==> src/rtl/baud_gen_frac.sv <==
// baud_gen_frac: fractional-N phase-accumulator baud generator with oversample, baud and mid-bit ticks
module baud_gen_frac #(
    parameter int CLK_HZ = 50_000_000,
    parameter int BAUD = 115200,
    parameter int OSR = 16,
    parameter int ACC_W = 24,
    localparam int PH_W = (OSR > 1) ? $clog2(OSR) : 1
) (
    input  logic             clk,
    input  logic             rst,
    input  logic             enable,
    input  logic             sync,
    input  logic             inc_wr,
    input  logic [ACC_W-1:0] inc_din,
    output logic [ACC_W-1:0] inc_q,
    output logic             os_tick,
    output logic             baud_tick,
    output logic             mid_tick,
    output logic [PH_W-1:0]  os_phase
);
    localparam logic [63:0] INC_64 =
        (64'(BAUD) * 64'(OSR) * (64'd1 << ACC_W) + 64'(CLK_HZ) / 64'd2) / 64'(CLK_HZ);
    localparam logic [ACC_W-1:0] INC_RST = INC_64[ACC_W-1:0];
    localparam logic [PH_W-1:0] PH_LAST = PH_W'(OSR - 1);
    localparam logic [PH_W-1:0] PH_MID = PH_W'(OSR / 2);

    if (OSR < 4 || OSR > 256 || (OSR % 2) != 0 || ACC_W < 8 || ACC_W > 32) begin : g_bad_param
        $error("baud_gen_frac: illegal OSR or ACC_W");
    end
    if (INC_64 == 64'd0 || INC_64 >= (64'd1 << ACC_W)) begin : g_bad_inc
        $error("baud_gen_frac: reset increment out of range");
    end

    logic [ACC_W-1:0] acc, inc;
    logic [ACC_W:0]   sum;
    logic [PH_W-1:0]  os_cnt, os_nxt;
    logic             carry;

    always_comb begin
        sum = {1'b0, acc} + {1'b0, inc};
        carry = sum[ACC_W];
        os_nxt = (os_cnt == PH_LAST) ? '0 : os_cnt + 1'b1;
    end

    always_ff @(posedge clk or posedge rst) begin
        if (rst) begin
            acc <= '0;
            os_cnt <= '0;
            os_tick <= 1'b0;
            baud_tick <= 1'b0;
            mid_tick <= 1'b0;
        end else if (!enable || sync) begin
            acc <= '0;
            os_cnt <= '0;
            os_tick <= 1'b0;
            baud_tick <= 1'b0;
            mid_tick <= 1'b0;
        end else begin
            acc <= sum[ACC_W-1:0];
            os_tick <= carry;
            baud_tick <= carry && os_nxt == '0;
            mid_tick <= carry && os_nxt == PH_MID;
            if (carry) os_cnt <= os_nxt;
        end
    end

    // a zero write is dropped so the tick stream can never stall
    always_ff @(posedge clk or posedge rst) begin
        if (rst) inc <= INC_RST;
        else if (inc_wr && inc_din != '0) inc <= inc_din;
    end

    assign inc_q = inc;
    assign os_phase = os_cnt;
endmodule

==> config.mk <==
export PLATFORM = sky130hd
export DESIGN_NAME = baud_gen_frac
export DESIGN_NICKNAME = d
export VERILOG_FILES = /design/src/rtl/baud_gen_frac.sv
export SDC_FILE = /design/constraint.sdc
export NUM_CORES = 1
export LEC_CHECK = 0
export CORE_MARGIN = 2
export CORE_UTILIZATION = 42
export DETAILED_ROUTE_END_ITERATION = 7
export PLACE_DENSITY = 0.71
export SYNTH_ARGS = -nofsm -noshare
export SYNTH_HDL_FRONTEND = slang
export SYNTH_SLANG_ARGS = --single-unit
==> constraint.sdc <==
create_clock -name clk -period 2.4 [get_ports clk]
set_clock_uncertainty 0.05 [all_clocks]
set_input_delay 0.48 -clock clk [delete_from_list [all_inputs] [get_ports clk]]
set_output_delay 0.48 -clock clk [all_outputs]
set_load 0.01 [all_outputs]
==> results.json <==
{
  "worstPathCellList": "ha_4, fa_2, a21o_1, nand4_1, a211oi_2, nor4_4, nand2_1, mux2i_1, or4_1",
  "synth_edf_count": 0,
  "required_ps": 2530,
  "synthCells": 356,
  "track_usage": 0.212,
  "worst_hold_slack_ps": 417,
  "core_sq_um": 7730,
  "routed-via-count": 3151,
  "synth.largest_area_cell": "dfrtp_1",
  "power.density_nw_per_um2": 543,
  "final_cell_mix": "59 x clkdlybuf4s50_1, 56 x buf_4, 41 x dfrtp_1",
  "min-delay-path-class": "in -> async",
  "wl_mm": 9.19,
  "hold_viol": 0,
  "async_reset_ff_frac": 1.00,
  "clockRootBuffer": "clkbuf_8",
  "grt_pass1_wl_mm": 14.6,
  "syn_to_final_growth_pct": 42.9,
  "io_pins": 60,
  "arrival_ps": 2620,
  "num_rows": 32,
  "timing.fmax_mhz": 402,
  "crit_path_start_kind": "flop",
  "via_per_inst": 5.53,
  "dp_cells": 554,
  "cts.clk_slew.worst_paths_ps": 100,
  "grt.overflow.total": 0,
  "clock_sinks": 55,
  "path_class": "reg -> reg",
  "ys_ff_latch": 55,
  "tightestPinTransition_ps": 877,
  "antenna_found_initial": 0,
  "yosysWarnings": 0,
  "drcViolationCount": 0,
  "setup_violations": 4,
  "synthFlopType": "dfrtp_1",
  "rsz0062_at_grt": "yes",
  "clk_latency_ps": 310,
  "fin_crit_sh": 1.04,
  "numCtsBuffers": 5,
  "grt_max_degree": 40,
  "fp.dieH_um": 93.5,
  "maxCapViolations": 0,
  "maxSlewViolCount": 0,
  "start_util": 0.435,
  "synth.avg_cell_area_sq_um": 9.44,
  "cp-end-kind": "flop",
  "synth_compound_area_frac": 0.162,
  "max_stage_delay_ps": 460,
  "first_pass_iters": 4,
  "synth_fa_ha_area_frac": 0.103,
  "fp.dieW_um": 93.5,
  "ys_seq_area_frac": 0.415,
  "htree_levels": 2,
  "relSlewSlack": 0.414,
  "leakage_nw": 2.08,
  "total_power_mw": 2.61,
  "ir_worst_vdd_uv": 284,
  "detail_route.wl_per_cell_um": 16.1,
  "crit_fanout": 3,
  "synthSimpleGateAreaFrac": 0.191,
  "fin_util": 0.621,
  "gp_congestion": 0.862,
  "synth_xor_area_frac": 0.0391,
  "clock_path_buffers": 2,
  "reg2reg_setup_slack_ps": -90,
  "ant_nets": 0,
  "slowest_stage": "or4_1",
  "fillers": 657,
  "synth_top_area_frac": 0.305,
  "synth_mux_area_frac": 0.0663,
  "nNetsFinal": 523,
  "syn-num-nets": 412,
  "layout_commonest_cell": "clkdlybuf4s50_1",
  "syn_area_sq_um": 3360,
  "critPathTopFamily": "simple AND/OR/NAND/NOR gates",
  "yosysUniqueCellTypes": 46,
  "critical_path_buf_inv_count": 0,
  "die_area_sq_um": 8730,
  "io_buffers": 59,
  "status": "finished, violations left",
  "cts_tree": "yes",
  "violations": "negative setup slack",
  "hold_buffers": 0,
  "hpwl_mm": 7.18,
  "synth_top_family_by_area": "simple AND/OR/NAND/NOR gates",
  "setup_slack_ps": -88.8,
  "drive_gt1_frac": 0.301,
  "drt_iter0_markers": 171,
  "fin_cells": 570,
  "grt_pass1_vias": 3008,
  "antennaDiodeCount": 0,
  "fin_crit_ps": 2490,
  "synth_area_leaders": "dfrtp_1 31%, dfstp_2 11%, ha_1 9.7%"
}
[cell families (layout without fill, tap and decap cells)]
family / count (synthesis) / in the layout
adder cells (fa/ha/maj): 27 / 27
XOR/XNOR: 15 / 15
AND/OR/NAND/NOR: 132 / 132
AO/OA/AOI/OAI: 88 / 88
multiplexers: 20 / 20
buffers and inverters: 19 / 131
flip-flops: 55 / 55
[timing repair]
action                     4_1_cts  5_1_grt
buffers inserted                 4        5
setup endpoints to repair        8       24
pin swaps                        1       16
gates resized for setup          2       39
cloned                           0        0
[metrics by stage]
| stage | TNS, ps | cell area (sq um) | setup slack, ps |
|---|---|---|---|
| final | -191 | 4800 | -88.8 |
| after CTS | -51.5 | 4590 | -51.5 |
| after global routing | -1180 | 4800 | -203 |
| after global placement | -6030 | 4470 | -304 |
| after floorplan | -18.1 | 3430 | -18.1 |
| after detailed placement | -6560 | 4470 | -328 |
[state kept, by name (all words and copies together), names as in the netlist]
| name | count |
|---|---|
| os_tick | 1 |
| acc | 24 |
| os_phase | 4 |
| mid_tick | 1 |
| baud_tick | 1 |
| inc_q | 24 |
[worst paths after layout]
| check | from | endpoint | cells after the start |
|---|---|---|---|
| max in group asynchronous | rst | inc_q[3]$_DFFE_PP1P_ | 3 |
| hold / removal | rst | acc[8]$_DFF_PP0_ | 2 |
| hold reg to reg | inc_q[13]$_DFFE_PP1P_ | inc_q[13]$_DFFE_PP1P_ | 2 |
| min in group clk | inc_q[13]$_DFFE_PP1P_ | inc_q[13]$_DFFE_PP1P_ | 2 |
| setup / recovery | acc[0]$_DFF_PP0_ | os_phase[2]$_DFFE_PP0P_ | 9 |
| setup reg to reg | acc[0]$_DFF_PP0_ | os_phase[2]$_DFFE_PP0P_ | 9 |
[power breakdown]
group          total, mW  internal (mW)  leakage (nW)  switching (mW)
clock              0.506          0.205        0.0412           0.301
sequential          1.09           1.03         0.685          0.0592
combinational       1.02          0.515          1.36           0.503
total               2.61           1.75          2.08           0.863
[cells in the mapped netlist (all sizes together), types with 2 or more instances]
cell    instances
buf             5
a21boi          2
a211oi          4
nor3           12
and2            3
nand2          39
dfrtp          41
o21ai          17
nand2b          6
nor3b           3
and3            2
inv             6
o311ai          2
o211ai          2
nor4            8
dfstp          14
or3             3
and4            2
a31oi           7
xnor2          10
nor2           31
ha             26
clkbuf          8
nand4          10
o21a            4
o31ai           2
mux2           18
nand3          11
mux2i           2
xor2            5
a21o           11
a21oi          32
[worst reg2reg max path, delay by kind of cell, from the launching register on]
kind                       cells  cell delay [ps]
muxes                          1              130
DFF                            1              410
AOI/OAI and AO/OA              2              310
and+or+nand+nor                4              970
adders and majority gates      2              500
[layer usage]
layer / vias to the layer above / global-route usage / wire, um
met5: - / 0 / 0
met4: 0 / 0.0466 / 131
met3: 10 / 0.0250 / 316
met2: 78 / 0.356 / 4590
met1: 1541 / 0.296 / 4150
li1: 1522 / - / -
[layout make-up]
cell class	count	area [sq um]	area share
clock buffers	6	72.6	0.0151
clock inverters	2	12.5	0.00261
inverters	6	22.5	0.00469
multi-input cells	282	2130	0.444
flip-flops and latches	55	1390	0.290
well taps	102	128	0.0266
repair buffers	117	1040	0.217
Power figures use the tool's default switching activity.
